[config.mk]
export PLATFORM = sky130hd
export DESIGN_NAME = muldiv_unit_flat
export DESIGN_NICKNAME = d
export VERILOG_FILES = /design/src/rtl/muldiv_if.sv /design/src/rtl/muldiv_unit.sv /design/src/flat_wrapper.sv
export SDC_FILE = /design/constraint.sdc
export NUM_CORES = 1
export LEC_CHECK = 0
export BUFFER_PORTS_ARGS = -buffer_cell sky130_fd_sc_hd__buf_2
export CAP_MARGIN = 20
export CORE_AREA = 2 2 212 162
export CTS_CLUSTER_SIZE = 8
export DETAILED_ROUTE_END_ITERATION = 10
export DIE_AREA = 0 0 214 164
export PLACE_DENSITY_LB_ADDON = 0.05
export SYNTH_ARGS = -nofsm -noshare
export SYNTH_HDL_FRONTEND = slang
export SYNTH_SLANG_ARGS = --single-unit
export TNS_END_PERCENT = 10
[constraint.sdc]
create_clock -name clk -period 7.1 [get_ports clk]
set_input_delay 1.065 -clock clk [delete_from_list [all_inputs] [get_ports clk]]
set_output_delay 1.065 -clock clk [all_outputs]
set_load 0.05 [all_outputs]
[src/rtl/muldiv_if.sv]
// muldiv_if: request/response bundle between the execute stage (master) and muldiv_unit (slave)
interface muldiv_if #(
    parameter int XLEN  = 32,
    parameter int TAG_W = 5
);
    logic             flush;
    logic             in_valid;
    logic             in_ready;
    logic [2:0]       in_op;
    logic [XLEN-1:0]  in_a;
    logic [XLEN-1:0]  in_b;
    logic [TAG_W-1:0] in_tag;
    logic             out_valid;
    logic             out_ready;
    logic [XLEN-1:0]  out_result;
    logic [TAG_W-1:0] out_tag;
    logic             busy;
    modport master (
        output flush, in_valid, in_op, in_a, in_b, in_tag, out_ready,
        input  in_ready, out_valid, out_result, out_tag, busy
    );
    modport slave (
        input  flush, in_valid, in_op, in_a, in_b, in_tag, out_ready,
        output in_ready, out_valid, out_result, out_tag, busy
    );
endinterface

[src/rtl/muldiv_unit.sv]
// muldiv_unit: iterative RV32M multiply/divide, one bit per cycle; MULDIV_BYPASS_EN short-cuts trivial operands
module muldiv_unit #(
    parameter int XLEN  = 32,
    parameter int TAG_W = 5
) (
    input logic     clk,
    input logic     rst,
    muldiv_if.slave bus
);
    localparam int CW = $clog2(XLEN);
`ifdef MULDIV_BYPASS_EN
    localparam bit BYPASS = 1'b1;
`else
    localparam bit BYPASS = 1'b0;
`endif
    typedef enum logic [1:0] {IDLE, BUSY, DONE} state_t;
    state_t            state_q, state_d;
    logic [2:0]        op_q, op_d;
    logic [TAG_W-1:0]  tag_q, tag_d;
    logic [XLEN-1:0]   m_q, m_d, spec_q, spec_d, result_q, result_d;
    logic [2*XLEN-1:0] acc_q, acc_d;
    logic [CW-1:0]     cnt_q, cnt_d;
    logic              fin_q, fin_d, neg_q, neg_d, rneg_q, rneg_d, spc_q, spc_d;
    logic              accept, is_div, sa, sb, b_zero, special;
    logic [XLEN-1:0]   a_mag, b_mag, spec_val;
    logic [XLEN:0]     mul_sum, div_trial, div_diff;
    logic [2*XLEN-1:0] step, sgn_prod;
    logic [XLEN-1:0]   quo, rem, final_val;
    // Request decode: operand magnitudes, result signs and the architecturally fixed special results
    always_comb begin
        accept   = state_q == IDLE && bus.in_valid && !bus.flush;
        is_div   = bus.in_op[2];
        sa       = bus.in_a[XLEN-1] && (bus.in_op == 3'd1 || bus.in_op == 3'd2 || bus.in_op == 3'd4 || bus.in_op == 3'd6);
        sb       = bus.in_b[XLEN-1] && (bus.in_op == 3'd1 || bus.in_op == 3'd4 || bus.in_op == 3'd6);
        a_mag    = sa ? -bus.in_a : bus.in_a;
        b_mag    = sb ? -bus.in_b : bus.in_b;
        b_zero   = bus.in_b == '0;
        special  = is_div ? (b_zero || (!bus.in_op[0] && bus.in_a == {1'b1, {(XLEN-1){1'b0}}} && &bus.in_b))
                          : (bus.in_a == '0 || b_zero);
        spec_val = !is_div ? '0 : b_zero ? (bus.in_op[1] ? bus.in_a : '1) : (bus.in_op[1] ? '0 : bus.in_a);
    end
    // One shift-add / restoring-divide step, plus sign correction of the finished accumulator
    always_comb begin
        mul_sum   = {1'b0, acc_q[2*XLEN-1:XLEN]} + (acc_q[0] ? {1'b0, m_q} : '0);
        div_trial = acc_q[2*XLEN-1:XLEN-1];
        div_diff  = div_trial - {1'b0, m_q};
        step      = op_q[2] ? {div_diff[XLEN] ? div_trial[XLEN-1:0] : div_diff[XLEN-1:0], acc_q[XLEN-2:0], !div_diff[XLEN]}
                            : {mul_sum, acc_q[XLEN-1:1]};
        sgn_prod  = neg_q ? -acc_q : acc_q;
        quo       = neg_q ? -acc_q[XLEN-1:0] : acc_q[XLEN-1:0];
        rem       = rneg_q ? -acc_q[2*XLEN-1:XLEN] : acc_q[2*XLEN-1:XLEN];
        final_val = spc_q ? spec_q : op_q[2] ? (op_q[1] ? rem : quo)
                  : op_q[1:0] == 2'd0 ? sgn_prod[XLEN-1:0] : sgn_prod[2*XLEN-1:XLEN];
    end
    // Next state: flush wins everywhere; BUSY spends one extra cycle on sign correction
    always_comb begin
        state_d = bus.flush ? IDLE
                : state_q == IDLE ? (accept ? ((BYPASS && special) ? DONE : BUSY) : IDLE)
                : state_q == BUSY ? (fin_q ? DONE : BUSY)
                : (bus.out_ready ? IDLE : DONE);
    end
    // Datapath next values: capture on acceptance, iterate in BUSY, latch the result on entry to DONE
    always_comb begin
        op_d     = op_q;
        tag_d    = tag_q;
        m_d      = m_q;
        spec_d   = spec_q;
        acc_d    = acc_q;
        cnt_d    = cnt_q;
        fin_d    = fin_q;
        neg_d    = neg_q;
        rneg_d   = rneg_q;
        spc_d    = spc_q;
        result_d = result_q;
        if (accept) begin
            op_d     = bus.in_op;
            tag_d    = bus.in_tag;
            m_d      = is_div ? b_mag : a_mag;
            acc_d    = {{XLEN{1'b0}}, is_div ? a_mag : b_mag};
            cnt_d    = CW'(XLEN - 1);
            fin_d    = 1'b0;
            neg_d    = (sa ^ sb) && !(is_div && b_zero);
            rneg_d   = sa && is_div;
            spc_d    = special;
            spec_d   = spec_val;
            result_d = (BYPASS && special) ? spec_val : result_q;
        end else if (state_q == BUSY && !fin_q) begin
            acc_d = step;
            fin_d = cnt_q == '0;
            cnt_d = cnt_q == '0 ? '0 : cnt_q - 1'b1;
        end else if (state_q == BUSY && !bus.flush) begin
            result_d = final_val;
        end
    end
    // Handshake outputs are decoded straight from the state
    always_comb begin
        bus.in_ready   = state_q == IDLE;
        bus.out_valid  = state_q == DONE;
        bus.busy       = state_q != IDLE;
        bus.out_result = result_q;
        bus.out_tag    = tag_q;
    end
    // State and datapath registers
    always_ff @(posedge clk or posedge rst) begin
        if (rst) begin
            state_q  <= IDLE;
            op_q     <= '0;
            tag_q    <= '0;
            m_q      <= '0;
            spec_q   <= '0;
            result_q <= '0;
            acc_q    <= '0;
            cnt_q    <= '0;
            fin_q    <= 1'b0;
            neg_q    <= 1'b0;
            rneg_q   <= 1'b0;
            spc_q    <= 1'b0;
        end else begin
            state_q  <= state_d;
            op_q     <= op_d;
            tag_q    <= tag_d;
            m_q      <= m_d;
            spec_q   <= spec_d;
            result_q <= result_d;
            acc_q    <= acc_d;
            cnt_q    <= cnt_d;
            fin_q    <= fin_d;
            neg_q    <= neg_d;
            rneg_q   <= rneg_d;
            spc_q    <= spc_d;
        end
    end
endmodule
[src/flat_wrapper.sv]
// flat-port wrapper written by rule: the top's interface ports become plain ports
module muldiv_unit_flat 
#(
    parameter int XLEN  = 32,
    parameter int TAG_W = 5
)
  (clk, rst, bus_flush, bus_in_valid, bus_in_op, bus_in_a, bus_in_b, bus_in_tag, bus_out_ready, bus_in_ready, bus_out_valid, bus_out_result, bus_out_tag, bus_busy);
  muldiv_if #(.XLEN(XLEN), .TAG_W(TAG_W)) bus_i ();
  input logic clk;
  input logic rst;
  input wire logic [$bits(bus_i.flush)-1:0] bus_flush;
  input wire logic [$bits(bus_i.in_valid)-1:0] bus_in_valid;
  input wire logic [$bits(bus_i.in_op)-1:0] bus_in_op;
  input wire logic [$bits(bus_i.in_a)-1:0] bus_in_a;
  input wire logic [$bits(bus_i.in_b)-1:0] bus_in_b;
  input wire logic [$bits(bus_i.in_tag)-1:0] bus_in_tag;
  input wire logic [$bits(bus_i.out_ready)-1:0] bus_out_ready;
  output wire logic [$bits(bus_i.in_ready)-1:0] bus_in_ready;
  output wire logic [$bits(bus_i.out_valid)-1:0] bus_out_valid;
  output wire logic [$bits(bus_i.out_result)-1:0] bus_out_result;
  output wire logic [$bits(bus_i.out_tag)-1:0] bus_out_tag;
  output wire logic [$bits(bus_i.busy)-1:0] bus_busy;
  assign bus_i.flush = bus_flush;
  assign bus_i.in_valid = bus_in_valid;
  assign bus_i.in_op = bus_in_op;
  assign bus_i.in_a = bus_in_a;
  assign bus_i.in_b = bus_in_b;
  assign bus_i.in_tag = bus_in_tag;
  assign bus_i.out_ready = bus_out_ready;
  assign bus_in_ready = bus_i.in_ready;
  assign bus_out_valid = bus_i.out_valid;
  assign bus_out_result = bus_i.out_result;
  assign bus_out_tag = bus_i.out_tag;
  assign bus_busy = bus_i.busy;
  muldiv_unit #(.XLEN(XLEN), .TAG_W(TAG_W)) u_core (.clk(clk), .rst(rst), .bus(bus_i));
endmodule
==> impl_metrics.csv, run 1 <==
group,metric,value,unit
critical_path,timing.rr.end,"u_core.acc_q[60]",
synth,yosysWarningCount,0,
routing,ant_nets,0,
critical_path,r2r_slack,2.15,ns
finish,multi_input_area,0.0110,mm^2
floorplanning,io_pins,117,
finish,fin_nets,2330,
min_path,hold_path_end,"u_core.bus.out_result[23]",
clock_tree,clk_pin_slew,0.08,ns
clock_tree,htreeDepth,4,
routing,wl,59800,um
power,p_seq_share,26.8,%
clock_tree,cts_sinks,179,
critical_path,cp_max_fo,31,
power,leakage,7.53,nW
grt,grt_max_degree,128,
finish,drive_above_1_share,9.12,%
sta,fin_setup_tns,0,ns
placement,dp_hpwl,45500,um
floorplanning,start_util,49.2,%
run,cap_violations,0,
clock_tree,cts_setup_buffers,0,
clock_tree,cts_hold_buf,0,
routing,first_pass_iters,6,
sta,fin_skew,0.0128,ns
clock_tree,root_buffer,"clkbuf_16",
finish,num-fill-cells,3271,
placement,place_area,0.0170,mm^2
placement,gp_congestion,0.959,
power,power_density,366,mW/mm^2
sta,finalHoldViolCount,0,
clock_tree,insertion_delay,0.46,ns
floorplanning,die_w,214,um
finish,syn_to_final_growth,8.35,%
grt,track_usage,33.8,%
synth,ys.flop_type,"dfrtp_1",
critical_path,critical_path.endpoint_type,"register",
power,clkPwrFrac,14.9,%
finish,regArea,0.00448,mm^2
critical_path,critPathLaunchType,"register",
floorplanning,chipHeight,164,um
synth,syn-instance-count,2178,
sta,setup_viol,0,
critical_path,r2r_start,"u_core.acc_q[0]",
grt,grtUsageMet1,52.2,%
power,switching_share,50.9,%
sta,period_share,69.7,%
synth,synth_edf_count,0,
synth,synthesis.nets,2327,
synth,async_reset_ff_share,100,%
clock_tree,numCtsBuffers,17,
clock_tree,tritoncts,"done",
routing,detailedRoute.firstIterationViolations,2152,
sta,finalCriticalPeriod,4.95,ns
sta,slew_headroom,25.3,%
critical_path,critPathKind,"register to register",
finish,final_common_cell,"nor2_1",
grt,grt_pass1_vias,14500,
grt,grt_pass1_wl,90900,um
min_path,worstHoldStart,"u_core.bus.out_result[23]",
power,combPwrFrac,58.3,%
power,ir_drop,0.240,mV
sta,max_freq,0.202,GHz
min_path,hold_path_depth,2,
floorplanning,die_area,0.0351,mm^2
placement,portBuffers,116,
floorplanning,core,0.0330,mm^2
grt,grt_use_met3,5.50,%
finish,antenna_cells,0,
floorplanning,rows,58,
outcome,status,"finished, final reports clean",
clock_tree,cts_buffer_depth,2,
finish,layout_common_cells,"nor2_1 (251), nand2_1 (243), o21ai_0 (228)",
grt,met2_usage,48.2,%
min_path,min_path_type,"register to register",
critical_path,r2r_cells,13,
sta,tightestPinTransition,1.12,ns
critical_path,worstSetupStartpoint,"u_core.acc_q[0]",
synth,yosysUniqueCellTypes,73,
power,p_sw,3.28,mW
clock_tree,cts_resized,0,
synth,ys_ff_latch,179,
routing,viasPerCell,6.28,
finish,fin_area,0.0176,mm^2
routing,wire_per_inst,22.6,um
routing,vias,16600,
synth,avgSynthCellArea,7.46,um^2
grt,grt_overflow,0,
grt,antenna_found_initial,0,
grt,grt-busiest-layer,"met1",
critical_path,worst_ep_arrival_time,5.32,ns
routing,route.detailed.drc,0,
critical_path,required,7.47,ns
synth,ys_seq_area_share,27.6,%
sta,rsz0062_at_grt,"no",
sta,final-max-slew-violation-count,0,
power,p_int,3.16,mW
synth,syn_area,0.0163,mm^2
Yosys cell counts, types with 5 or more instances:
master,count,area (um^2)
and3_1,16,100
nor2b_1,16,100
a31oi_1,16,100
a211oi_1,14,105
o21a_1,8,60.1
xor2_1,85,744
o22ai_1,10,62.6
or2_2,11,68.8
nand2_1,243,912
and2_1,13,81.3
nor2_1,253,950
nor4_1,14,87.6
a21o_1,26,195
o21ai_0,228,1140
or3_1,22,138
a221oi_1,17,149
o41ai_1,12,105
nand4_1,17,106
o31ai_1,31,233
mux2i_1,60,601
a221o_1,6,60.1
buf_1,13,48.8
clkbuf_1,136,510
nand2b_1,23,144
nor3_1,38,190
or4_1,20,150
dfrtp_1,179,4480
a21oi_1,207,1040
inv_1,71,267
o211ai_1,51,383
o221ai_1,12,105
a32oi_1,5,43.8
a22oi_1,13,97.6
nand3_1,33,165
ha_1,70,876
a2111oi_0,6,52.6
xnor2_1,110,963
o21bai_1,6,45.0
logic make-up (layout without fill, tap and decap cells):
kind of cell	Yosys count	after routing	share of synthesized area [%]
fa+ha+maj	72	72	5.64
buf+inv	225	241	5.23
xor+xnor	195	195	10.5
compound gates	701	701	26.2
flops	179	179	27.6
simple gates	744	744	21.0
mux	62	62	3.83
final cells by class:
type                            instances  share of cell area, %
Timing Repair Buffer                  137                   4.32
Multi-Input combinational cell       1774                   62.2
Sequential cell                       179                   25.5
Clock buffer                           18                   2.44
Clock inverter                         14                  0.796
Tap cell                              450                   3.20
Inverter                               72                   1.58
flip-flops by register name (all words and copies together) (netlist names):
name,cells
u_core.acc_q,64
u_core.bus.out_result,32
u_core.bus.out_tag,5
u_core.cnt_q,5
u_core.fin_q,1
u_core.m_q,32
u_core.neg_q,1
u_core.op_q,3
u_core.rneg_q,1
u_core.spc_q,1
u_core.spec_q,32
u_core.state_q,2
per-layer routing:
layer | wire length [um] | part of all wire (%)
met4 | 1350 | 2.3
met2 | 24500 | 41
met1 | 28600 | 48
met5 | 0 | 0
met3 | 5350 | 8.9
power by group through the flow:
stage          Sequential (mW)  Combinational, mW  Clock (mW)
2_1_floorplan             1.55               2.83           0
3_3_place_gp              1.73               3.64           0
3_5_place_dp              1.73               3.68           0
4_1_cts                   1.71               3.70       0.971
5_1_grt                   1.76               4.13        1.02
6_report                  1.73               3.76       0.960
worst max-delay path, stage by stage, from the launching register on:
cell	delay, ns
dfrtp_1	0.48
inv_1	0.83
nor2_1	0.09
ha_1	0.40
o211ai_1	0.11
o21ai_0	0.34
o311ai_0	0.30
o22a_1	0.30
a22oi_1	0.41
a32oi_1	0.30
o31ai_1	0.63
a31oi_1	0.19
xor2_1	0.18
a221oi_1	0.28
worst max-delay path by stage:
stage	endpoint	cells after the start	slack (ns)
detailed placement	u_core.acc_q[60]	13	2.30
CTS	u_core.acc_q[60]	13	2.29
floorplan	u_core.acc_q[0]	1	1.18
finish	u_core.acc_q[60]	13	2.15
global route	u_core.acc_q[60]	13	1.69
global placement	u_core.acc_q[60]	13	2.43
through the flow:
stage / hold slack (ns) / cells / setup WS, ns / util [%] / total power, mW
2_1_floorplan: 0.442 / 2178 / 1.18 / - / 4.37
3_3_place_gp: 0.457 / 2610 / 2.43 / 51.5 / 5.37
3_5_place_dp: 0.460 / 2610 / 2.30 / 51.5 / 5.40
4_1_cts: 0.481 / 2642 / 2.29 / 53.2 / 6.38
5_1_grt: 0.503 / 2644 / 1.69 / 53.3 / 6.90
6_report: 0.476 / 2644 / 2.15 / 53.3 / 6.45
Note: power is estimated with default switching activity, not from simulation.
==> run 2, diff against run 1 <==
--- a/config.mk
+++ b/config.mk
@@ -5,12 +5,13 @@
 export SDC_FILE = /design/constraint.sdc
 export NUM_CORES = 1
 export LEC_CHECK = 0
+export ABC_AREA = 1
 export BUFFER_PORTS_ARGS = -buffer_cell sky130_fd_sc_hd__buf_2
 export CAP_MARGIN = 20
-export CORE_AREA = 2 2 212 162
+export CORE_AREA = 2 2 232 177
 export CTS_CLUSTER_SIZE = 8
 export DETAILED_ROUTE_END_ITERATION = 10
-export DIE_AREA = 0 0 214 164
+export DIE_AREA = 0 0 234 179
 export PLACE_DENSITY_LB_ADDON = 0.05
 export SYNTH_ARGS = -nofsm -noshare
 export SYNTH_HDL_FRONTEND = slang
==> constraint.sdc (replaced) <==
create_clock -name clk -period 5.11 [get_ports clk]
set_input_delay 0.7665 -clock clk [delete_from_list [all_inputs] [get_ports clk]]
set_output_delay 0.7665 -clock clk [all_outputs]
set_load 0.05 [all_outputs]
==> impl_metrics.csv, run 2 <==
group,metric,value,unit
outcome,status,"finished, final reports clean",
sta,fin_setup_tns,0,ns
placement,portBuffers,116,
routing,ant_nets,0,
critical_path,required,5.50,ns
synth,yosysMostFrequentCell,"nand2_1",
sta,tightestPinTransition,1.09,ns
floorplanning,rows,64,
power,power_density,580,mW/mm^2
power,leakage,11.0,nW
synth,syn_area,0.0197,mm^2
grt,grt_pass1_wl,131000,um
floorplanning,chipHeight,179,um
routing,first_pass_iters,7,
synth,yosysWarningCount,0,
sta,hold_slack,0.460,ns
clock_tree,cts_setup_buffers,0,
min_path,hold_path_end,"u_core.state_q[0]",
sta,period_share,68.3,%
routing,detailedRoute.firstIterationViolations,3534,
grt,grt_max_degree,180,
routing,wl,89700,um
sta,finalHoldViolCount,0,
clock_tree,root_buffer,"clkbuf_16",
finish,num-fill-cells,4247,
routing,route.detailed.drc,0,
clock_tree,insertion_delay,0.49,ns
synth,synth_compound_area_share,14.4,%
sta,slew_headroom,27.5,%
synth,ys_ff_latch,179,
clock_tree,tritoncts,"done",
finish,syn_to_final_growth,7.60,%
floorplanning,core,0.0400,mm^2
finish,layout_common_cells,"nand2_1 (1184), inv_1 (456), nand3_1 (328)",
synth,synthesis.nets,3565,
synth,yosys-top-cells-area,"dfrtp_1 (23%), nand2_1 (23%), inv_1 (8.7%)",
synth,synth_mux_area_share,0,%
synth,synthTopCellsByCount,"nand2_1 (1184), inv_1 (457), nand3_1 (328)",
finish,regMostFlops,"u_core.acc_q",
critical_path,critPathLaunchType,"register",
synth,ys.flop_type,"dfrtp_1",
min_path,hold_path_depth,2,
synth,synthXorXnorAreaFrac,4.46,%
placement,dp_hpwl,70200,um
routing,wire_per_inst,22.5,um
grt,antenna_found_initial,0,
min_path,min_path_type,"primary input to register",
power,ir_drop,0.326,mV
synth,syn-instance-count,3416,
critical_path,worstSetupStartpoint,"u_core.acc_q[31]",
critical_path,critPathKind,"register to register",
finish,largest_reg_flops,64,
min_path,worstHoldStart,"bus_flush",
clock_tree,clk_pin_slew,0.09,ns
synth,yosys.area_share.adder,4.66,%
sta,rsz0062_at_grt,"no",
grt,grt_pass1_vias,21100,
critical_path,r2r_cells,19,
synth,yosysTopAreaCell,"dfrtp_1",
placement,gp_congestion,1.12,
critical_path,critical_path.endpoint_type,"register",
finish,antenna_cells,0,
clock_tree,numCtsBuffers,17,
critical_path,cp_max_fo,31,
sta,max_freq,0.287,GHz
routing,viasPerCell,6.02,
floorplanning,die_area,0.0419,mm^2
grt,grt_overflow,0,
synth,async_reset_ff_share,100,%
synth,synth_edf_count,0,
finish,multi_input_area,0.0128,mm^2
critical_path,worst_ep_arrival_time,3.88,ns
finish,utilization,52.9,%
critical_path,timing.rr.end,"u_core.acc_q[60]",
grt,track_usage,42.2,%
clock_tree,htreeDepth,4,
clock_tree,cts_buffer_depth,2,
critical_path,r2r_start,"u_core.acc_q[31]",
synth,synth_top_cell_area_share,22.8,%
sta,finalCriticalPeriod,3.49,ns
placement,numPlacedInstances,3958,
sta,fin_ws,1.62,ns
floorplanning,start_util,49.2,%
finish,regArea,0.00448,mm^2
sta,fin_skew,0.0208,ns
finish,fin_cells,3991,
run,cap_violations,0,
sta,final-max-slew-violation-count,0,
clock_tree,cts_sinks,179,
placement,dpl_worst_slack,1.54,ns
clock_tree,cts_resized,0,
routing,vias,24000,
sta,setup_viol,0,
synth,ys_seq_area_share,22.8,%
critical_path,r2r_slack,1.62,ns
finish,drive_above_1_share,7.45,%
floorplanning,io_pins,117,
finish,final_common_cell,"nand2_1",
synth,yosysUniqueCellTypes,56,
synth,synthSimpleGateAreaFrac,41.6,%
synth,avgSynthCellArea,5.75,um^2
clock_tree,cts_hold_buf,0,
synth,synth_top_family_by_area,"simple AND/OR/NAND/NOR gates",
floorplanning,die_w,234,um
finish,fin_nets,3599,
-- run 2: worst max-delay path by stage --
stage                  endpoint  slack, ns
4_1_cts        u_core.acc_q[51]       1.54
6_report       u_core.acc_q[60]       1.62
3_3_place_gp   u_core.acc_q[51]       1.58
5_1_grt        u_core.acc_q[60]       1.38
2_1_floorplan   u_core.acc_q[0]       2.05
3_5_place_dp   u_core.acc_q[51]       1.54
-- run 2: report_power, final --
part | internal [mW] | switching, mW
Combinational | 2.31 | 6.02
Sequential | 1.77 | 0.818
Clock | 0.644 | 0.714
-- run 2: final cells by class --
class                   instances  area share (%)
multi-input cells            2633            60.7
well taps                     528            3.12
clock inverters                15           0.633
flip-flops and latches        179            21.2
inverters                     473            8.42
repair buffers                146            3.96
clock buffers                  17            2.01
-- run 2: critical path, stage by stage, from the launching register on --
cell	delay, ns
dfrtp_1	0.46
inv_1	0.14
ha_1	0.25
fa_1	0.45
inv_1	0.12
nand2_1	0.06
nand2_1	0.09
nand3_1	0.09
nand2_2	0.11
nand2_2	0.05
nand2_2	0.08
nand2_2	0.07
nand2_2	0.08
nand2_2	0.06
nand2_2	0.62
nand2_1	0.12
nand2_1	0.27
nand2_1	0.08
nand3_1	0.09
nand2_1	0.06
-- run 2: per-stage QoR --
step                power (mW)  cell area, um^2
global route              13.0            21100
global placement          10.4            20600
finish                    12.3            21100
CTS                       11.7            21100
detailed placement        10.4            20600
floorplan                 7.63            19700
-- run 2: cell families after synthesis --
kind of cell	count (synthesis)
XOR/XNOR	100
AND/OR/NAND/NOR	1973
flip-flops	179
buffers and inverters	604
AO/OA/AOI/OAI	488
adder cells (fa/ha/maj)	72
-- run 2: layer usage --
layer  vias to the layer above  global-route usage (%)  routed length [um]
met4                         0                    14.0                2950
met2                      1640                    54.4               33400
met1                     11200                    62.8               39000
li1                      11000                       -                   -
met3                       162                    16.1               14300
met5                         -                       0                   0
